<file path="config.mk">
export PLATFORM = sky130hd
export DESIGN_NAME = dcc_packet_encoder
export DESIGN_NICKNAME = d
export VERILOG_FILES = /design/src/rtl/dcc_packet_encoder.sv
export SDC_FILE = /design/constraint.sdc
export NUM_CORES = 1
export LEC_CHECK = 0
export ABC_AREA = 1
export BUFFER_PORTS_ARGS = -buffer_cell sky130_fd_sc_hd__buf_2
export CAP_MARGIN = 20
export CELL_PAD_IN_SITES_DETAIL_PLACEMENT = 0
export CELL_PAD_IN_SITES_GLOBAL_PLACEMENT = 2
export CORE_AREA = 2 2 124 126
export CTS_CLUSTER_DIAMETER = 30
export DETAILED_ROUTE_END_ITERATION = 8
export DIE_AREA = 0 0 126 128
export PLACE_DENSITY_LB_ADDON = 0.1
export REMOVE_ABC_BUFFERS = 1
export SLEW_MARGIN = 20
export SYNTH_ARGS = -nofsm -noshare
export SYNTH_HDL_FRONTEND = slang
export SYNTH_SLANG_ARGS = --single-unit
</file>
<file path="constraint.sdc">
create_clock -name clk -period 7.05 [get_ports clk]
set_input_delay 0.3525 -clock clk [delete_from_list [all_inputs] [get_ports clk]]
set_output_delay 0.3525 -clock clk [all_outputs]
set_load 0.01 [all_outputs]
</file>
<file path="src/rtl/dcc_packet_encoder.sv">
// dcc_packet_encoder: scans slot memory and serialises valid entries as continuous DCC track packets
// Optional oneshot write-back (valid bit clear) is enabled by defining DCC_ONESHOT_CLR_EN.
module dcc_packet_encoder #(
  parameter int CLK_MHZ       = 50,
  parameter int NUM_SLOTS     = 512,
  parameter int PREAMBLE_BITS = 14,
  parameter int HALF_ONE_US   = 58,
  parameter int HALF_ZERO_US  = 100
) (
  input  logic        clk,
  input  logic        reset_n,
  input  logic        en,
  output logic [9:0]  mem_address,
  input  logic [31:0] mem_dat_in,
  output logic [31:0] mem_dat_out,
  output logic        mem_wr,
  output logic        dcc_out,
  output logic        dcc_out_n,
  output logic        pkt_done
);
  localparam int HO = HALF_ONE_US * CLK_MHZ;
  localparam int HZ = HALF_ZERO_US * CLK_MHZ;
  localparam int TW = $clog2((HO > HZ ? HO : HZ) + 1);
  localparam logic [31:0] IDLE = 32'h80FF_0000;
  typedef enum logic [2:0] {OFF, PREAMBLE, START, BYTE, SEP, END} state_t;
  state_t state, state_n;
  logic [4:0] bc, bc_n;
  logic [1:0] bi, bi_n;
  logic [TW-1:0] tcnt, hlen;
  logic half, cur_bit, bit_end, ready, sph, wb_busy, last_byte;
  logic [9:0] ptr, nprobe, pkt_slot;
  logic [31:0] pkt;
  logic [7:0] chk, cur_byte;
  assign chk = pkt[23:16] ^ pkt[15:8] ^ (pkt[30] ? pkt[7:0] : 8'h00);
  assign cur_byte = bi == 2'd0 ? pkt[23:16] : bi == 2'd1 ? pkt[15:8] :
                    (bi == 2'd2 && pkt[30]) ? pkt[7:0] : chk;
  assign last_byte = bi == (pkt[30] ? 2'd3 : 2'd2);
  assign cur_bit = state == BYTE ? cur_byte[bc[2:0]] : state inside {PREAMBLE, END};
  assign hlen = cur_bit ? TW'(HO) : TW'(HZ);
  assign bit_end = half && tcnt == hlen - TW'(1);
  assign pkt_done = state == END && bit_end;
  assign dcc_out = state != OFF && !half;
  assign dcc_out_n = state != OFF && half;
  always_ff @(posedge clk or negedge reset_n)
    if (!reset_n) begin
      state <= OFF;
      bc <= 5'd0;
      bi <= 2'd0;
    end else begin
      state <= state_n;
      bc <= bc_n;
      bi <= bi_n;
    end
  always_comb begin
    state_n = state;
    bc_n = bc;
    bi_n = bi;
    case (state)
      OFF: if (en) begin
        state_n = PREAMBLE;
        bc_n = 5'd0;
      end
      // keep sending '1' bits past the minimum until the scanner has a packet
      PREAMBLE: if (bit_end) begin
        if (bc >= 5'(PREAMBLE_BITS - 1) && ready) state_n = START;
        else if (bc != 5'd31) bc_n = bc + 5'd1;
      end
      START: if (bit_end) begin
        state_n = BYTE;
        bc_n = 5'd7;
        bi_n = 2'd0;
      end
      BYTE: if (bit_end) begin
        if (bc != 5'd0) bc_n = bc - 5'd1;
        else state_n = last_byte ? END : SEP;
      end
      SEP: if (bit_end) begin
        state_n = BYTE;
        bc_n = 5'd7;
        bi_n = bi + 2'd1;
      end
      END: if (bit_end) begin
        state_n = en ? PREAMBLE : OFF;
        bc_n = 5'd0;
      end
      default: state_n = OFF;
    endcase
  end
  always_ff @(posedge clk or negedge reset_n)
    if (!reset_n) begin
      half <= 1'b0;
      tcnt <= '0;
    end else if (state == OFF) begin
      half <= 1'b0;
      tcnt <= '0;
    end else if (tcnt == hlen - TW'(1)) begin
      half <= ~half;
      tcnt <= '0;
    end else tcnt <= tcnt + TW'(1);
  // two cycles per probe: address presented in phase 0, data sampled at end of phase 1
  always_ff @(posedge clk or negedge reset_n)
    if (!reset_n) begin
      ptr <= 10'd0;
      nprobe <= 10'd0;
      sph <= 1'b0;
      ready <= 1'b0;
      pkt <= 32'd0;
      pkt_slot <= 10'd0;
    end else if (state != PREAMBLE) begin
      ready <= 1'b0;
      sph <= 1'b0;
      nprobe <= 10'd0;
    end else if (!ready && !wb_busy) begin
      sph <= ~sph;
      if (sph) begin
        ptr <= ptr == 10'(NUM_SLOTS - 1) ? 10'd0 : ptr + 10'd1;
        nprobe <= nprobe + 10'd1;
        if (mem_dat_in[31]) begin
          ready <= 1'b1;
          pkt <= mem_dat_in;
          pkt_slot <= ptr;
        end else if (nprobe == 10'(NUM_SLOTS - 1)) begin
          ready <= 1'b1;
          pkt <= IDLE;
        end
      end
    end
`ifdef DCC_ONESHOT_CLR_EN
  logic wb_pend;
  logic [1:0] wb_ph;
  logic [31:0] wb_word;
  logic [9:0] wb_addr;
  assign wb_busy = wb_pend;
  assign mem_address = wb_pend ? wb_addr : ptr;
  // clear valid only if the host has not rewritten the slot since it was latched
  always_ff @(posedge clk or negedge reset_n)
    if (!reset_n) begin
      wb_pend <= 1'b0;
      wb_ph <= 2'd0;
      wb_word <= 32'd0;
      wb_addr <= 10'd0;
      mem_wr <= 1'b0;
      mem_dat_out <= 32'd0;
    end else begin
      mem_wr <= 1'b0;
      if (pkt_done && pkt[29]) begin
        wb_pend <= 1'b1;
        wb_ph <= 2'd0;
        wb_word <= pkt;
        wb_addr <= pkt_slot;
      end else if (wb_pend) begin
        wb_ph <= wb_ph + 2'd1;
        if (wb_ph == 2'd1 && mem_dat_in == wb_word) begin
          mem_wr <= 1'b1;
          mem_dat_out <= {1'b0, wb_word[30:0]};
        end
        if (wb_ph == 2'd2) wb_pend <= 1'b0;
      end
    end
`else
  logic unused_bits;
  assign unused_bits = ^{pkt[29:24], pkt_slot};
  assign wb_busy = 1'b0;
  assign mem_address = ptr;
  assign mem_wr = 1'b0;
  assign mem_dat_out = 32'd0;
`endif
endmodule
</file>
==> impl_metrics.ini <==
[timing]
skew_ps = 7.610
report.final.setup_viol = 0
hold-worst-slack_ps = -23.81
setup_total_negative_slack_ps = 0
report.final.slew_viol_count = 0
post_route_worst_setup_slack_ps = 3757
worst_relative_slew_slack_pct = 49.61
grt_setup_unrepaired = no
final_hold_viol_count = 35
finalWorstPathRequiredPeriod_ps = 3293
period_share_pct = 46.71
measured_slew_at_the_worst_slew_check_pin_ps = 754.0
max_clock_freq_ghz = 0.3037

[cells_and_area]
final_util_pct = 33.42
drive_gt1_share_pct = 11.83
fillerInstances = 1640
post-route-cell-area_um2 = 4967
areaGrowthSynthToFinish_pct = 14.41
multiInputGateArea_um2 = 2047
flip_flop_and_latch_area_um2 = 1777
antennaDiodeCount = 0
fin_cells = 822
layout.nets = 674

[clock_tree]
clockBufferDepth = 2
clock_edge_transition_at_the_registers_on_the_reported_setup_and_hold_paths_ps = 60
cts_setup_buffers = 0
root_buffer = sky130_fd_sc_hd__clkbuf_16
cts.hold.buffers_added = 0
post_cts_repair_resize_count = 0
h_tree_level_count = 3
insertion_delay_to_the_later_sink_of_the_worst_skew_pair_ps = 350
clock_sink_count = 71
cts_tree = built
numCtsBuffers = 9

[worst_hold_path]
timing.hold.worst.class = in -> async

[detailed_routing]
vias_per_cell = 4.464
drt-initial-drc-count = 141
detail_route.first_pass.iterations = 4
drcViolationCount = 0
ant_nets = 0
via_count = 3669
post_drt_wl_per_cell_um = 13.02
drt-total-wl_mm = 10.70

[die]
core_area_um2 = 14860
floorplan.initialDensity_pct = 29.21
die_height_um = 128
floorplan.rows = 45
io_pins = 81
fp.dieW_um = 126
dieArea_um2 = 16130

[placed_design]
dpl.hpwl_mm = 7.591
finalWeightedCongestion = 0.7568
post-place-cells = 805
pre_cts_slack_ps = 3921
buffer_ports.inserted = 41
placedInstanceArea_um2 = 4619

[synthesis]
yosysUniqueCellTypes = 36
syn-cell-area_um2 = 4342
synth_flop_cell = sky130_fd_sc_hd__dfrtp_1
synth.yosys.seq_area_share_pct = 40.92
synthesis.area_per_instance_um2 = 7.434
asyncSetResetFlopFracSynth_pct = 100.0
yosys.cell_count.top_type = sky130_fd_sc_hd__nand2_1
synth-edff-count = 0
synth-seq-cells = 71
synthDominantAreaCellType = sky130_fd_sc_hd__dfrtp_1
synth.cells.most_frequent = sky130_fd_sc_hd__nand2_1, sky130_fd_sc_hd__inv_1, sky130_fd_sc_hd__dfrtp_1
netlist_instances = 584
yosys-top-cells-area = sky130_fd_sc_hd__dfrtp_1, sky130_fd_sc_hd__nand2_1, sky130_fd_sc_hd__inv_1, sky130_fd_sc_hd__buf_4, sky130_fd_sc_hd__nand3_1
synthesis.yosys.warnings = 0
synth.top_cell.area_share_pct = 40.92

[grt]
maximum_number_of_pins_on_one_net_before_global_route_repair = 72
grt_pass1_wl_mm = 18.41
grt_use_met2_pct = 24.19
global_route_met1_usage_pct = 18.02
grt_use_total_pct = 14.34
first_global_vias = 3712
groute.layer.met3.usage_pct = 3.965
globalRoute.totalOverflow = 0
antenna_found_initial = 0
global_route.peak_usage_layer = met2

[run_status]
outcome = complete, but fails checks
violations_in_the_final_reports = negative hold slack

[setup_path]
setup.worst_path.class = reg -> out
critPathArrivalTime_ps = 2940
critPathSlowestCell = sky130_fd_sc_hd__ha_1
start_kind = register
cp.required_ps = 6700
critical-path-max-stage-delay_ps = 420
worst_path_most_repeated_cell = sky130_fd_sc_hd__nand2_1
crit_fanout = 9
worstPathCellList = inv_1 -> ha_1 -> inv_1 -> nand3_1 -> nand2_1 -> nand2_1 -> nand2_1 -> nand2_1 -> nand2_1 -> nand2_1 -> nand3_2 -> nand2_1 -> nand2_1 -> nand2_1 -> nand2_1 -> nor2_4 -> nand2_2 -> nor2_1 -> buf_2
endpoint_kind_of_the_worst_setup_timing_path = primary output

[power_and_ir_drop]
leakage_nw = 2.528
vdd.ir_drop.worst_uv = 140.8
power.density_cell_area_nw_per_um2 = 374.0

[run]
timing.max_cap.violations = 0
## layout by cell type, fill, tap and decap left out, types with 3 or more instances in the layout
master / instances
sky130_fd_sc_hd__conb_1: 33
sky130_fd_sc_hd__a22o_1: 10
sky130_fd_sc_hd__nand2_2: 3
sky130_fd_sc_hd__a31oi_1: 3
sky130_fd_sc_hd__nor4_1: 3
sky130_fd_sc_hd__nand2_1: 134
sky130_fd_sc_hd__xor2_1: 10
sky130_fd_sc_hd__nor3_1: 10
sky130_fd_sc_hd__buf_2: 40
sky130_fd_sc_hd__inv_6: 3
sky130_fd_sc_hd__clkbuf_16: 9
sky130_fd_sc_hd__inv_1: 83
sky130_fd_sc_hd__a21oi_1: 41
sky130_fd_sc_hd__ha_1: 9
sky130_fd_sc_hd__nand3_1: 44
sky130_fd_sc_hd__xnor2_1: 5
sky130_fd_sc_hd__o21ai_0: 25
sky130_fd_sc_hd__inv_2: 5
sky130_fd_sc_hd__nor2_1: 54
sky130_fd_sc_hd__clkinv_1: 4
sky130_fd_sc_hd__dfrtp_1: 71
sky130_fd_sc_hd__nand4_1: 12
## worst paths after layout
kind	start	to	slack (ps)	cells past startpoint
max in group asynchronous	reset_n	tcnt[2]	6490	2
setup / recovery	bi[1]	pkt_done	3760	19
min in group clk	mem_dat_in[13]	pkt[13]	220	3
hold / removal	reset_n	pkt[10]	-20	1
setup reg to reg	bi[1]	bc[0]	4010	21
hold reg to reg	tcnt[0]	tcnt[0]	470	1
## state kept, by name, indices dropped and copies added (netlist names)
signal / cells
bi: 2
nprobe: 10
sph: 1
pkt: 25
bc: 5
state: 3
ready: 1
mem_address: 10
half: 1
tcnt: 13
## worst max-delay path, delay by kind of cell (launching register included)
| kind | cells | cell delay (ps) |
|---|---|---|
| simple gates | 15 | 1250 |
| buf+inv | 3 | 520 |
| fa+ha+maj | 1 | 420 |
| flops | 1 | 400 |
## layer usage
layer	part of all wire, %	up-vias
met2	47	59
met5	0	-
met1	49	1696
met3	3.2	11
met4	1.3	0
li1	-	1903
## through the flow
| stage | hold slack [ps] | power [mW] |
|---|---|---|
| final | -23.81 | 1.858 |
| after global routing | 9.658 | 2.038 |
| after CTS | 205.1 | 1.892 |
| after detailed placement | 459.2 | 1.362 |
| after global placement | 449.3 | 1.361 |
| after floorplan | 56.91 | 1.159 |
## layout make-up
type	count	area share, %
Clock buffer	9	4.534
Clock inverter	7	2.065
Inverter	92	6.952
Multi-Input combinational cell	412	41.21
Sequential cell	71	35.77
Tap cell	188	4.736
Timing Repair Buffer	43	4.736
## logic make-up (layout without fill, tap and decap cells)
| family | Yosys count | in the layout | share of synthesized area (%) |
|---|---|---|---|
| and+or+nand+nor | 268 | 268 | 26.74 |
| buffers and inverters | 133 | 151 | 14.70 |
| AOI/OAI and AO/OA | 86 | 86 | 11.47 |
| DFF | 71 | 71 | 40.92 |
| xor gates and xnor gates | 15 | 15 | 3.026 |
| adders and majority gates | 10 | 10 | 3.055 |
| other | 1 | 33 | 0.08637 |
## where the power goes
group	leakage (nW)	switching (mW)	total, mW	internal, mW
Clock	0.157	0.198	0.512	0.314
Sequential	0.919	0.113	0.637	0.524
Combinational	1.45	0.454	0.708	0.255
Total	2.53	0.765	1.86	1.09
(Power assumes the default switching activity.)
